===== src/rtl/uart_rx_hs_pkg.sv =====
// Shared definitions for the handshake UART receiver: parity mode codes,
// receiver state encoding and a small parity-mode helper.
`timescale 1ns/1ps
package uart_rx_hs_pkg;

    localparam logic [1:0] PARITY_NONE = 2'b00;
    localparam logic [1:0] PARITY_EVEN = 2'b01;
    localparam logic [1:0] PARITY_ODD  = 2'b10;

    typedef enum logic [2:0] {
        ST_IDLE,
        ST_START,
        ST_DATA,
        ST_PARITY,
        ST_STOP,
        ST_BREAK
    } rx_state_t;

    // Mode 2'b11 is reserved and behaves as "no parity bit on the line".
    function automatic logic has_parity(input logic [1:0] mode);
        return (mode == PARITY_EVEN) || (mode == PARITY_ODD);
    endfunction

endpackage


===== src/rtl/uart_rx_hs_if.sv =====
// Valid/ready byte-stream interface between the UART receiver (master)
// and its consumer (slave), carrying the per-word status flags.
`timescale 1ns/1ps
interface uart_rx_hs_if #(
    parameter int DATA_BITS = 8
);
    logic [DATA_BITS-1:0] rx_data;
    logic                 rx_valid;
    logic                 rx_ready;
    logic                 rx_parity_err;
    logic                 rx_frame_err;
    logic                 rx_overrun;
    logic                 rx_break;

    modport master (
        output rx_data, rx_valid, rx_parity_err, rx_frame_err, rx_overrun, rx_break,
        input  rx_ready
    );

    modport slave (
        input  rx_data, rx_valid, rx_parity_err, rx_frame_err, rx_overrun, rx_break,
        output rx_ready
    );
endinterface


===== src/rtl/uart_rx_hs_sampler.sv =====
// Line conditioning for the receiver: 2-flop synchronizer, 3-deep history
// of synchronized samples, majority-vote bit value and falling-edge strobe.
`timescale 1ns/1ps
module uart_rx_hs_sampler (
    input  logic clk,
    input  logic rst_n,
    input  logic rx,
    output logic sample_bit,
    output logic fall
);

    logic [1:0] sync_q;
    logic [2:0] hist_q;

    // Synchronize the async pin and keep the last three synchronized samples;
    // everything presets to the idle-high level so reset release is quiet.
    // NOTE: sequential state uses non-blocking assignments so every flop sees
    // the pre-edge value of its neighbour, giving a true shift chain.
    always_ff @(posedge clk or negedge rst_n) begin
        if (!rst_n) begin
            sync_q <= 2'b11;
            hist_q <= 3'b111;
        end else begin
            sync_q <= {sync_q[0], rx};
            hist_q <= {hist_q[1:0], sync_q[1]};
        end
    end

    assign sample_bit = (hist_q[0] & hist_q[1]) | (hist_q[0] & hist_q[2]) | (hist_q[1] & hist_q[2]);
    // hist_q[0] is the previous synchronized sample, sync_q[1] the current one.
    assign fall = hist_q[0] & ~sync_q[1];

endmodule


===== src/rtl/uart_rx_hs.sv =====
// UART receiver with mid-bit majority sampling, parity/framing checks and a
// valid/ready output register that flags overrun instead of losing a held word.
// Optional break detection is enabled by defining UART_RX_BREAK_DET_EN.
`timescale 1ns/1ps
module uart_rx_hs
    import uart_rx_hs_pkg::*;
#(
    parameter int CLK_FREQ  = 1_000_000,
    parameter int BAUD_RATE = 10_000,
    parameter int DATA_BITS = 8,
    parameter int STOP_BITS = 1
) (
    input  logic        clk,
    input  logic        rst_n,
    input  logic        rx,
    input  logic [1:0]  parity_mode,
    uart_rx_hs_if.master rx_bus
);

    localparam int BIT_CYCLES = CLK_FREQ / BAUD_RATE;
    localparam int HALF       = BIT_CYCLES / 2;
    localparam int CNT_W      = $clog2(BIT_CYCLES);

    localparam logic [CNT_W-1:0] BIT_LAST  = CNT_W'(BIT_CYCLES - 1);
    localparam logic [CNT_W-1:0] HALF_LAST = CNT_W'(HALF - 1);
    localparam logic [3:0]       DATA_LAST = 4'(DATA_BITS - 1);
    localparam logic [3:0]       STOP_LAST = 4'(STOP_BITS - 1);

    logic sample_bit;
    logic fall;

    rx_state_t        state_q, state_d;
    logic [CNT_W-1:0] cnt_q, cnt_d;
    logic [3:0]       bit_q, bit_d;
    logic             start_frame;
    logic             sample_en;
    logic             frame_done;
    logic             mid_bit;

    logic [1:0]           mode_q;
    logic [DATA_BITS-1:0] shift_q;
    logic                 par_q;
    logic                 ferr_q;
    logic                 load_q;
    logic                 perr_calc;

    logic [DATA_BITS-1:0] word_q;
    logic                 valid_q;
    logic                 perr_out_q;
    logic                 ferr_out_q;
    logic                 ovr_q;
`ifdef UART_RX_BREAK_DET_EN
    logic                 zero_q;
    logic                 brk_q;
`endif

    uart_rx_hs_sampler u_sampler (
        .clk        (clk),
        .rst_n      (rst_n),
        .rx         (rx),
        .sample_bit (sample_bit),
        .fall       (fall)
    );

    assign mid_bit = (cnt_q == BIT_LAST);

    // State register plus bit-time and bit-index counters.
    always_ff @(posedge clk or negedge rst_n) begin
        if (!rst_n) begin
            state_q <= ST_IDLE;
            cnt_q   <= '0;
            bit_q   <= '0;
        end else begin
            state_q <= state_d;
            cnt_q   <= cnt_d;
            bit_q   <= bit_d;
        end
    end

    // Frame sequencing: start validation at half a bit, then one sample per
    // full bit time through data, optional parity and stop bits.
    // NOTE: every signal driven here gets a default first, so no path can
    // leave one unassigned and infer a latch.
    always_comb begin
        state_d     = state_q;
        cnt_d       = cnt_q;
        bit_d       = bit_q;
        start_frame = 1'b0;
        sample_en   = 1'b0;
        frame_done  = 1'b0;
        unique case (state_q)
            ST_IDLE: begin
                if (fall) begin
                    state_d     = ST_START;
                    cnt_d       = '0;
                    start_frame = 1'b1;
                end
            end
            ST_START: begin
                if (cnt_q == HALF_LAST) begin
                    cnt_d   = '0;
                    bit_d   = '0;
                    state_d = sample_bit ? ST_IDLE : ST_DATA;
                end else begin
                    cnt_d = cnt_q + 1'b1;
                end
            end
            ST_DATA: begin
                cnt_d = mid_bit ? '0 : cnt_q + 1'b1;
                if (mid_bit) begin
                    sample_en = 1'b1;
                    if (bit_q == DATA_LAST) begin
                        bit_d   = '0;
                        state_d = has_parity(mode_q) ? ST_PARITY : ST_STOP;
                    end else begin
                        bit_d = bit_q + 1'b1;
                    end
                end
            end
            ST_PARITY: begin
                cnt_d = mid_bit ? '0 : cnt_q + 1'b1;
                if (mid_bit) begin
                    sample_en = 1'b1;
                    state_d   = ST_STOP;
                end
            end
            ST_STOP: begin
                cnt_d = mid_bit ? '0 : cnt_q + 1'b1;
                if (mid_bit) begin
                    sample_en = 1'b1;
                    if (bit_q == STOP_LAST) begin
                        bit_d      = '0;
                        frame_done = 1'b1;
`ifdef UART_RX_BREAK_DET_EN
                        state_d = (zero_q & ~sample_bit) ? ST_BREAK : ST_IDLE;
`else
                        state_d = ST_IDLE;
`endif
                    end else begin
                        bit_d = bit_q + 1'b1;
                    end
                end
            end
`ifdef UART_RX_BREAK_DET_EN
            ST_BREAK: begin
                if (sample_bit) state_d = ST_IDLE;
            end
`endif
            default: state_d = ST_IDLE;
        endcase
    end

    // Frame datapath: latch parity mode at the start edge, shift data LSB
    // first, capture the parity bit and accumulate stop-bit errors.
    // NOTE: the shift register and flags are reset as well, so an abandoned
    // frame can never leak stale bits into the next load.
    always_ff @(posedge clk or negedge rst_n) begin
        if (!rst_n) begin
            mode_q  <= PARITY_NONE;
            shift_q <= '0;
            par_q   <= 1'b0;
            ferr_q  <= 1'b0;
            load_q  <= 1'b0;
`ifdef UART_RX_BREAK_DET_EN
            zero_q  <= 1'b1;
`endif
        end else begin
            load_q <= frame_done;
            if (start_frame) begin
                mode_q <= parity_mode;
                par_q  <= 1'b0;
                ferr_q <= 1'b0;
`ifdef UART_RX_BREAK_DET_EN
                zero_q <= 1'b1;
`endif
            end
            if (sample_en) begin
`ifdef UART_RX_BREAK_DET_EN
                zero_q <= zero_q & ~sample_bit;
`endif
                if (state_q == ST_DATA) begin
                    shift_q <= {sample_bit, shift_q[DATA_BITS-1:1]};
                end else if (state_q == ST_PARITY) begin
                    par_q <= sample_bit;
                end else if (!sample_bit) begin
                    ferr_q <= 1'b1;
                end
            end
        end
    end

    // Parity verdict for the completed frame, evaluated in the load cycle.
    always_comb begin
        perr_calc = 1'b0;
        if (mode_q == PARITY_EVEN) begin
            perr_calc = ^{shift_q, par_q};
        end else if (mode_q == PARITY_ODD) begin
            perr_calc = ~(^{shift_q, par_q});
        end
    end

    // Output register: load a finished frame when the slot is free or being
    // accepted this cycle; otherwise drop it and flag overrun.
    always_ff @(posedge clk or negedge rst_n) begin
        if (!rst_n) begin
            word_q     <= '0;
            valid_q    <= 1'b0;
            perr_out_q <= 1'b0;
            ferr_out_q <= 1'b0;
            ovr_q      <= 1'b0;
`ifdef UART_RX_BREAK_DET_EN
            brk_q      <= 1'b0;
`endif
        end else if (load_q) begin
            if (!valid_q || rx_bus.rx_ready) begin
                valid_q    <= 1'b1;
                ovr_q      <= 1'b0;
                word_q     <= shift_q;
                perr_out_q <= perr_calc;
                ferr_out_q <= ferr_q;
`ifdef UART_RX_BREAK_DET_EN
                brk_q      <= zero_q;
                if (zero_q) begin
                    word_q     <= '0;
                    perr_out_q <= 1'b0;
                    ferr_out_q <= 1'b1;
                end
`endif
            end else begin
                ovr_q <= 1'b1;
            end
        end else if (valid_q && rx_bus.rx_ready) begin
            valid_q <= 1'b0;
            ovr_q   <= 1'b0;
        end
    end

    assign rx_bus.rx_data       = word_q;
    assign rx_bus.rx_valid      = valid_q;
    assign rx_bus.rx_parity_err = perr_out_q;
    assign rx_bus.rx_frame_err  = ferr_out_q;
    assign rx_bus.rx_overrun    = ovr_q;
`ifdef UART_RX_BREAK_DET_EN
    assign rx_bus.rx_break      = brk_q;
`else
    assign rx_bus.rx_break      = 1'b0;
`endif

endmodule


===== src/flat_wrapper.sv =====
// flat-port wrapper written by rule: the top's interface ports become plain ports
module uart_rx_hs_flat import uart_rx_hs_pkg::*;
#(
    parameter int CLK_FREQ  = 1_000_000,
    parameter int BAUD_RATE = 10_000,
    parameter int DATA_BITS = 8,
    parameter int STOP_BITS = 1
)
  (clk, rst_n, rx, parity_mode, rx_bus_rx_data, rx_bus_rx_valid, rx_bus_rx_parity_err, rx_bus_rx_frame_err, rx_bus_rx_overrun, rx_bus_rx_break, rx_bus_rx_ready);
  uart_rx_hs_if #(.DATA_BITS(DATA_BITS)) rx_bus_i ();
  input  logic clk;
  input  logic rst_n;
  input  logic rx;
  input  logic [1:0] parity_mode;
  output wire logic [$bits(rx_bus_i.rx_data)-1:0] rx_bus_rx_data;
  output wire logic [$bits(rx_bus_i.rx_valid)-1:0] rx_bus_rx_valid;
  output wire logic [$bits(rx_bus_i.rx_parity_err)-1:0] rx_bus_rx_parity_err;
  output wire logic [$bits(rx_bus_i.rx_frame_err)-1:0] rx_bus_rx_frame_err;
  output wire logic [$bits(rx_bus_i.rx_overrun)-1:0] rx_bus_rx_overrun;
  output wire logic [$bits(rx_bus_i.rx_break)-1:0] rx_bus_rx_break;
  input wire logic [$bits(rx_bus_i.rx_ready)-1:0] rx_bus_rx_ready;
  assign rx_bus_rx_data = rx_bus_i.rx_data;
  assign rx_bus_rx_valid = rx_bus_i.rx_valid;
  assign rx_bus_rx_parity_err = rx_bus_i.rx_parity_err;
  assign rx_bus_rx_frame_err = rx_bus_i.rx_frame_err;
  assign rx_bus_rx_overrun = rx_bus_i.rx_overrun;
  assign rx_bus_rx_break = rx_bus_i.rx_break;
  assign rx_bus_i.rx_ready = rx_bus_rx_ready;
  uart_rx_hs #(.CLK_FREQ(CLK_FREQ), .BAUD_RATE(BAUD_RATE), .DATA_BITS(DATA_BITS), .STOP_BITS(STOP_BITS)) u_core (.clk(clk), .rst_n(rst_n), .rx(rx), .parity_mode(parity_mode), .rx_bus(rx_bus_i));
endmodule

===== config.mk =====
export PLATFORM = sky130hd
export DESIGN_NAME = uart_rx_hs_flat
export DESIGN_NICKNAME = d
export VERILOG_FILES = /design/src/rtl/uart_rx_hs_pkg.sv /design/src/rtl/uart_rx_hs_if.sv /design/src/rtl/uart_rx_hs_sampler.sv /design/src/rtl/uart_rx_hs.sv /design/src/flat_wrapper.sv
export SDC_FILE = /design/constraint.sdc
export NUM_CORES = 1
export LEC_CHECK = 0
export CORE_MARGIN = 2
export CORE_UTILIZATION = 40
export DETAILED_ROUTE_END_ITERATION = 16
export DONT_BUFFER_PORTS = 1
export GPL_TIMING_DRIVEN = 0
export PLACE_DENSITY = 0.52
export REMOVE_ABC_BUFFERS = 1
export SKIP_CTS_REPAIR_TIMING = 1
export SLEW_MARGIN = 20
export SYNTH_ARGS = -nofsm -noshare
export SYNTH_HDL_FRONTEND = slang
export SYNTH_HIERARCHICAL = 1
export SYNTH_SLANG_ARGS = --single-unit

===== constraint.sdc =====
create_clock -name clk -period 2.25 [get_ports clk]
set_input_delay 0.45 -clock clk [delete_from_list [all_inputs] [get_ports clk]]
set_output_delay 0.45 -clock clk [all_outputs]
set_load 0.02 [all_outputs]

Yosys cells after proc, flatten, opt, wreduce, memory -nomap -nowiden

Cells that the tools add are included.

Bits in registers: 44
Input bits: 6
Output and inout bits: 13
Word-level logic and storage cells: 102

Add/subtract/negate cells: 2
Eq/ne operators: 17
Multiplexer cells: 43
Bitwise logic cells: 8
Reductions and logical operators: 17

Operators with widths:

| kind                  | count |
|---|---|
| $mux W3               | 8 |
| $mux W1               | 23 |
| $mux W7               | 3 |
| $pmux W7 S3           | 1 |
| $mux W4               | 5 |
| $pmux W3 S5           | 1 |
| $ne A2 B1 Y1 const B  | 7 |
| $pmux W4 S3           | 1 |
| $reduce_xor A9 Y1     | 1 |
| $reduce_and A2 Y1     | 4 |
| $add A7 B1 Y7 const B | 1 |
| $eq A7 B6 Y1 const B  | 1 |
| $eq A7 B7 Y1 const B  | 1 |
| $reduce_and A7 Y1     | 1 |
| $eq A3 B2 Y1 const B  | 2 |
| $reduce_bool A3 Y1    | 2 |
| $add A4 B1 Y4 const B | 1 |
| $and A1 B1 Y1         | 4 |
| $eq A4 B3 Y1 const B  | 1 |
| $logic_not A4 Y1      | 1 |
| $reduce_and A4 Y1     | 1 |
| $eq A3 B1 Y1 const B  | 1 |
| $eq A3 B3 Y1 const B  | 1 |
| $logic_not A3 Y1      | 1 |
| 11 further kinds      | 14 |

Longest topological paths before layout

Gate-level depths: netlist of the first run.

Word-level depth: 9
Depth in mapped cells: 7

Hierarchy

The synthesis of the first run kept the hierarchy.

Modules (own cells, without submodules):

| module             | times used | cells an instance | area an instance (sq um) | sequential area each (sq um) |
|---|---|---|---|---|
| uart_rx_hs         | 1          | 193               | 2094.5                   | 975.9 |
| uart_rx_hs_sampler | 1          | 7                 | 148.9                    | 131.4 |

Worst setup path before layout of the first run

OpenSTA, ideal clock, no wires.

Path type: reg2reg
Start point: reg u_core.cnt_q[0]
End point: reg u_core.shift_q[0]
Setup time: 0.125 ns
Arrival: 1.640 ns
Data required time: 2.125 ns
Path slack: 0.485 ns
Stages on the path, launching flop included: 8
Buffers on the path: 1
Cell sequence: dfrtp_1 > ha_1 > and4b_1 > and2_1 > buf_6 > nand2_1 > nor2_4 > mux2_2

Cells in the longest elaborated chain, start to end: 4

Ends and longest elaborated chain:

| element                            | RTL line                                                | source |
|---|---|---|
| start: declaration                 | uart_rx_hs.sv:33                                        | `logic [CNT_W-1:0] cnt_q, cnt_d;` |
| start signal: assignment           | uart_rx_hs.sv:75                                        | `cnt_q <= cnt_d;` |
| $eq A7 B7 Y1                       | uart_rx_hs.sv:65                                        | `assign mid_bit = (cnt_q == BIT_LAST);` |
| $mux W1                            | uart_rx_hs.sv:110, uart_rx_hs.sv:122, uart_rx_hs.sv:129 |  |
| $mux W1                            | --                                                      |  |
| $reduce_and A2 Y1 (no source line) | --                                                      |  |
| end signal: assignment             | uart_rx_hs.sv:182                                       | `shift_q <= {sample_bit, shift_q[DATA_BITS-1:1]};` |
| end: declaration                   | uart_rx_hs.sv:41                                        | `logic [DATA_BITS-1:0] shift_q;` |

No other way between the ends.
A chain may end at the register's enable or synchronous reset.

Worst setup path in the final report of the first run

Start point: reg u_core.cnt_q[0]
End point: reg u_core.shift_q[6]

Same word-level chain as after synthesis.

==> results of run 1 <==
## cells in the final DEF, fill, tap and decap left out, types with 2 or more instances in the layout
| cell type | netlist | routed |
|---|---|---|
| a21oi_1 | 5 | 5 |
| nor2b_1 | 6 | 6 |
| or2_2 | 2 | 2 |
| mux2i_1 | 4 | 4 |
| o221ai_1 | 2 | 2 |
| nand2b_1 | 3 | 3 |
| xor2_1 | 6 | 6 |
| inv_1 | 10 | 10 |
| nand2_1 | 13 | 13 |
| and3_1 | 4 | 4 |
| nor2_1 | 12 | 12 |
| a21o_1 | 2 | 2 |
| nand4_1 | 4 | 4 |
| nand3_1 | 2 | 2 |
| ha_1 | 6 | 6 |
| nand3b_1 | 4 | 4 |
| clkbuf_8 | 0 | 5 |
| dfstp_2 | 5 | 5 |
| o21ai_0 | 10 | 10 |
| mux2_2 | 17 | 17 |
| nor3_1 | 3 | 3 |
| xnor2_1 | 4 | 4 |
| dfrtp_1 | 39 | 39 |
## area by class of cell
type	instances	area [sq um]
sequential	44	1107
clock buffer	5	68.82
inverter	10	37.54
multi-input combinational	138	1051
tap	72	90.09
timing repair buffer	2	37.54
clock inverter	3	46.29
fill	518	3034
## logic make-up after synthesis
| kind of cell | synth area share (%) |
|---|---|
| AND/OR/NAND/NOR | 16.68 |
| adder cells (fa/ha/maj) | 3.848 |
| flip-flops | 49.36 |
| XOR/XNOR | 4.908 |
| buffers and inverters | 3.848 |
| other | 0.1672 |
| AO/OA/AOI/OAI | 10.88 |
| multiplexers | 10.32 |
## worst paths after layout
check	slack, ps	to
worst max-delay path	250	u_core/shift_q[6]
worst min-delay path	140	u_core/u_sampler/sync_q[0]
worst max register to register	250	u_core/shift_q[6]
worst min register to register	360	u_core/u_sampler/sync_q[1]
max in group asynchronous	1330	u_core/u_sampler/sync_q[1]
min in group asynchronous	660	u_core/rx_bus.rx_data[5]
## power groups by stage
stage | clock (mW) | combinational (mW) | sequential, mW
floorplan | 0 | 0.417 | 0.986
global placement | 0 | 0.504 | 1.02
detailed placement | 0 | 0.516 | 1.02
CTS | 0.633 | 0.522 | 1.01
global route | 0.665 | 0.628 | 1.03
finish | 0.611 | 0.544 | 1.01
## flip-flops by register name, summed over array words and instances (netlist names)
register and flops:
u_core/rx_bus.rx_data 8, u_core/shift_q 8, u_core/cnt_q 7, u_core/bit_q 4, u_core/state_q 3, u_core/u_sampler/hist_q 3, u_core/mode_q 2, u_core/u_sampler/sync_q 2
u_core/ferr_q 1, u_core/load_q 1, u_core/par_q 1, u_core/rx_bus.rx_frame_err 1, u_core/rx_bus.rx_overrun 1, u_core/rx_bus.rx_parity_err 1, u_core/rx_bus.rx_valid 1
## per-layer routing
layer	wire, microns	vias to the layer above	GRT usage [%]
met3	152	4	3.409
met2	2064	26	25.04
met5	0	-	0
met4	36	0	4.483
met1	1710	749	17.34
li1	-	710	-
==> results.md, run 1 <==
- The number of nets with antenna violations after detailed routing is 0.
- The post-synthesis average cell area is about 11 sq um.
- Dividing the detail-routed wire length by the instance count gives 14.46 microns.
- The final critical-path required period is 1999 ps.
- The master of the slowest instance on the critical path is dfrtp_1.
- The CTS sink count is 44.
- The cell area that synthesis handed to floorplanning was roughly 2200 sq um.
- The number of design-rule violations left by the first detailed-router iteration is 44.
- After routing the design area is 2439 sq um.
- In this run the critical register-to-register path is launched from u_core/cnt_q[0].
- The detailed-route vias per instance is 5.434.
- Summed over its instances, the top area cell type makes up 43.50% of the synthesized netlist area.
- The number of buffers and inverters on the critical path is 0.
- The total number of placement rows is 27.
- Dividing total power by cell area gives a power density of 887.3 nW/um^2.
- The maximum clock rate is between 500 and 600 MHz.
- Setup violations remaining at the end of the flow were counted as 0.
- For this block, the routed nets add up to 3963 microns of wire.
- The worst hold path begins at rx.
- The later pin in the worst-skew pair is clocked with a latency of 300 ps.
- In this run, the combinational gates consume 25.1% of the power.
- OpenSTA, run right after detailed placement, puts the worst setup slack at between 100 and 150 ps.
- Cell internal power was estimated by the tool at 1.446 mW.
- Global routing used 14.27% of the available tracks.
- The core area is 5473 sq um.
- In this run the tool buffered the top-level ports with 0 buffer cells.
- The total die area is 6224 sq um.
- The initial utilization of the core area, before any placement, comes to 40.99%.
- Traced cell by cell, the critical path runs through ha_1, and4b_1, and2_2, nand2_1, nor2_4, mux2_2.
- After the flow finishes, the layout carries non-filler instances totaling 274.
- Net switching is 33.18% of the power.
- The total design power is 2.164 mW.
- The final worst clock skew is 4.551 ps.
- The critical path starts at u_core/cnt_q[0].
- The number of cells on the worst reg-to-reg path is 6.
- The total number of yosys warnings is 6.
- Cells fill 44.56% of the core in the end.
- Of all flip-flops after synthesis, the portion carrying an async set or reset was 100.0%.
- The post-synthesis cell count is 200.
- The H-tree was split into 2 levels.
- The placed wire-length estimate after detailed placement is roughly 2900 microns.
- The first-pass iteration count of the detailed router is 4.
- The count of final max-slew check failures came to 0.
- In this run the deepest clock path goes through 2 buffers.
- The standby leakage power is 1.149 nW.
- Once placement finished, the instance area stood at 2285 sq um.
- The hold violation count in the final report is 0.
- For this run, the slowest stage of the critical path takes 410 ps.
- The clock network is responsible for 28.2% of the overall power.
- The accumulated negative setup slack is 0 ps.
- The initial antenna violation count was 0.
- At the pin with the least slew margin, the transition time is 566.3 ps.
- From left edge to right edge, the die measures 78.89 microns.
- Headroom to the max-slew limit came out at between 60% and 70%.
- Summed over all nets, the switching power comes to a little over 0.7 mW.
- The worst setup path is captured at a flop.
- The clock transition time at the flip-flop clock pins of the worst setup and hold paths is ~80 ps.
- Sequential cells account for 46.6% of the total power.
- Data on the critical path arrives at its endpoint at between 2000 and 2500 ps.
- Entering global routing, the biggest net connects 45 pins.
- Setup repair after global routing left no endpoint under its margin.
- The number of different library cells used by synthesis comes to 55.
- Counting flops with a built-in enable in the synthesized netlist gives 0.
- In the synthesized netlist the dominant register cell turns out to be dfrtp_1.
- The first global-routing pass estimated 7044 microns of wire.
- The leading area contributor after synthesis is dfrtp_1.
- STA puts the critical path data required time at 2440 ps.
- Once routing completed, OpenROAD measured the worst setup slack at 250.8 ps.
- The die is 78.89 microns tall.
- In this run the clock root is driven by a clkbuf_8.
- Compared with the post-synthesis result, the final layout area differs by 8.701%.
- TritonCTS built the clock tree.
- Counting the buffers created by CTS gives 5.
- The maximum resistive drop on vdd is 0.3235 mV.
- 19 I/O pins were placed.
- Summing the sequential cell areas from Yosys gives between 40% and 50% of the chip area.
- Routability-driven placement finished with a final weighted congestion of 0.8692.
- Of all nets on the critical path, the largest fanout is 8.
- The total instance count after detailed placement is 264.
- The family of cells with the greatest summed delay on the critical path is simple AND/OR/NAND/NOR gates.
- The number of antenna diodes is 0.
- The cell depth of the worst hold path is 0.
- On the final layout, the worst hold slack is 142.2 ps.
- In the post-synthesis netlist, the biggest area contributors are dfrtp_1, mux2_2, dfstp_2.
- In the finished design, the share of the clock period the worst path needs comes to 88.86%.
- The class of the worst hold path is in2reg.
- In the final layout, the share of cells above drive strength 1 is 20.30%.
- The flow ran to the end, and the final reports show no timing, DRC or antenna violations.
- Yosys instantiated no cell more often than dfrtp_1.
- Counting flops and latches in the post-synthesis netlist gives 44.
- Across all layers, the routed design uses 1489 vias.
- The number of remaining DRC errors is 0.
- The worst setup path is launched from a flop.
- The tool flagged a number of max-cap violations equal to 0.
- The worst setup path is of the reg2reg kind.
- For this run, the post-layout net count is 213.
- The via count of the first global-routing pass is 1526.
- By count the netlist is led by dfrtp_1, mux2_2, nand2_1.
- The number of logic stages on the critical path including buffering is 6.
- The total grt overflow is 0.
(Power assumes the default switching activity.)
==> run 2: changes to the inputs <==
- MAX_ROUTING_LAYER: not set -> met4
==> run 2 against run 1 <==
Effect of this change:
- cell area is the same
- critical endpoint unchanged
- power is essentially flat
- critical path depth is the same
- non-clock buffer count unchanged
- sequential cell count stayed put
- global-route usage grew 0.39 points
- wire length fell by 0.25%
- combinational power barely moved
- worst setup slack better by 1.4 ps
- sequential power hardly changed
- first-iteration DRC count decreased by 16%
==> results.md, run 2 (synthesized netlist as in run 1, its figures left out) <==
- The number of inserted filler cells in the final layout is 518 (unchanged).
- The clock transition time at the flip-flop clock pins of the worst setup and hold paths was 80 ps (about the same).
- The detailed-route vias per instance is 5.409 (was 5.434).
- The starting density of the core is 40.99% (unchanged).
- The maximum clock rate is 500.5 MHz (was 500.2 MHz).
- The internal power consumption was 1.446 mW (about the same).
- The endpoint kind of the worst setup timing path is a flop (unchanged).
- The launching element type of the critical path is a flop (unchanged).
- The worst setup slack after placement is 139.2 ps (unchanged).
- The first-pass iteration count of the detailed router was 4 (unchanged).
- The sum of routed wire length over all layers came to 3953 microns (was 3963 microns).
- The clock tree from TritonCTS is done (unchanged).
- Setup repair after global routing missed its margin: false (unchanged).
- The pin count of the biggest net entering global routing is 45 (unchanged).
- The core area is 5473 sq um (unchanged).
- The final critical-path required period is 1998 ps (was 1999 ps).
- The count of final max-slew check failures is 0 (unchanged).
- The number of nets with antenna violations after detailed routing is 0 (unchanged).
- The clock network power share was 28.2% (about the same).
- The area of all placed cells without fillers is 2439 sq um (unchanged).
- The worst-skew pair later-pin latency is 290 ps (was 300 ps).
- The via count of the first global-routing pass is 1533 (was 1526).
- The kind of critical path was reg2reg (unchanged).
- The wire length of the first global-routing pass came to 7051 microns (was 7044 microns).
- The most common library cell in the layout ignoring fill and taps is dfrtp_1 (unchanged).
- The switching share of total power is 33.12% (was 33.18%).
- The accumulated negative setup slack is 0 ps (unchanged).
- The H-tree level count is 2 (unchanged).
- The required time at the worst-slack endpoint came to 2440 ps (about the same).
- The vertical die dimension is 78.89 microns (unchanged).
- The top fanout value on the critical path is 8 (unchanged).
- The share of layout cells above drive strength 1 is 20.30% (unchanged).
- Run status: complete, no violations (unchanged).
- The total grt overflow is 0 (unchanged).
- The total via count after detailed routing came to 1482 (was 1489).
- The pin slew with the least headroom to its limit is 566.4 ps (was 566.3 ps).
- The arrival time reported for the critical path endpoint came to 2180 ps (about the same).
- The number of antenna diodes is 0 (unchanged).
- The overall routing resource usage came to 14.66% (was 14.27%).
- The maximum resistive drop on vdd is 0.3236 mV (was 0.3235 mV).
- The reported net switching power is 0.7160 mW (was 0.7179 mW).
- The final worst setup slack was 252.1 ps (was 250.8 ps).
- The last weighted congestion value of the routability-driven placer is 0.8834 (was 0.8692).
- The number of nets in the layout is 213 (unchanged).
- The CTS sink count came to 44 (unchanged).
- The final worst clock skew was 2.913 ps (was 4.551 ps).
- The total number of placement rows came to 27 (unchanged).
- The number of buffers on the longest clock path came to 2 (unchanged).
- The placed wire-length estimate after detailed placement is 2896 microns (unchanged).
- The boundary pin count is 19 (unchanged).
- The portion of total power attributed to combinational logic was 25.2% (was 25.1%).
- The number of input and output port buffers inserted is 0 (unchanged).
- The class of the worst hold path is in2reg (unchanged).
- The worst relative slew slack is 62.24% (was 62.25%).
- The master cell of the clock root buffer is clkbuf_8 (unchanged).
- The total design power came to 2.162 mW (was 2.164 mW).
- The final count of negative-setup-slack endpoints is 0 (unchanged).
- The number of design-rule violations left by the first detailed-router iteration was 37 (was 44).
- The number of remaining DRC errors is 0 (unchanged).
- The per-cell routed wire length is 14.43 microns (was 14.46 microns).
- The floorplan die width is 78.89 microns (unchanged).
- The area added between synthesis and finish is 8.701% (unchanged).
- The max capacitance violation total is 0 (unchanged).
- The fraction of the cycle the final worst path needs was 88.79% (was 88.86%).
- The hold violation count in the final report is 0 (unchanged).
- The post-detailed-placement cell area is 2285 sq um (unchanged).
- The total die area is 6224 sq um (unchanged).
- The power density normalized to cell area is 886.5 nW/um^2 (was 887.3 nW/um^2).
- The part of the total power dissipated in sequential elements is 46.7% (was 46.6%).
- The initial antenna violation count is 0 (unchanged).
- Most frequent cells in the layout: dfrtp_1, mux2_2, nand2_1 (unchanged).
- The TritonCTS buffer count came to 5 (unchanged).
- The standby leakage power is 1.149 nW (unchanged).
## run 2: cell counts in the layout (fill, tap and decap cells not counted)
No cell type changed its count.
## run 2: routing by layer
layer  routed length, microns  track usage (%)
met1                     1711            17.26
met5                        0                -
met4                       36            4.483
met3                      152            3.409
met2                     2053            25.13
## run 2: area by class of cell
| cell class | instances | area (sq um) | area share (%) |
|---|---|---|---|
| Clock inverter | 3 | 46.29 | 1.898 |
| Inverter | 10 | 37.54 | 1.539 |
| Sequential cell | 44 | 1107 | 45.41 |
| Tap cell | 72 | 90.09 | 3.694 |
| Multi-Input combinational cell | 138 | 1051 | 43.10 |
| Timing Repair Buffer | 2 | 37.54 | 1.539 |
| Clock buffer | 5 | 68.82 | 2.822 |
## run 2: power by group through the flow
stage          Clock, mW  Sequential [mW]  Combinational (mW)
2_1_floorplan          0            0.986               0.417
3_3_place_gp           0             1.02               0.504
3_5_place_dp           0             1.02               0.516
4_1_cts            0.633             1.01               0.522
5_1_grt            0.665             1.03               0.628
6_report           0.609             1.01               0.544
## run 2: path summary, 6_finish.rpt
path	from	to	slack, ps	depth (start not counted)
max	u_core/cnt_q[0]	u_core/shift_q[6]	250	6
min	rx	u_core/u_sampler/sync_q[0]	140	0
max reg2reg	u_core/cnt_q[0]	u_core/shift_q[6]	250	6
min reg2reg	u_core/u_sampler/sync_q[0]	u_core/u_sampler/sync_q[1]	360	0
max in group asynchronous	rst_n	u_core/u_sampler/sync_q[1]	1330	2
min in group asynchronous	rst_n	u_core/rx_bus.rx_data[5]	660	2
## run 2: through the flow
step | std cells | util, % | hold slack [ps]
final | 274 | 44.56 | 142.2
after global routing | 274 | 44.56 | 121.7
after CTS | 272 | 43.85 | -170.1
after detailed placement | 264 | 41.75 | 155.5
after global placement | 264 | 41.75 | 155.5
after floorplan | 192 | - | 154.4
## run 2: critical path, stage by stage, from the launching register on
cell	delay (ps)
dfrtp_1	410
ha_1	240
and4b_1	250
and2_2	260
nand2_1	140
nor2_4	230
mux2_2	360
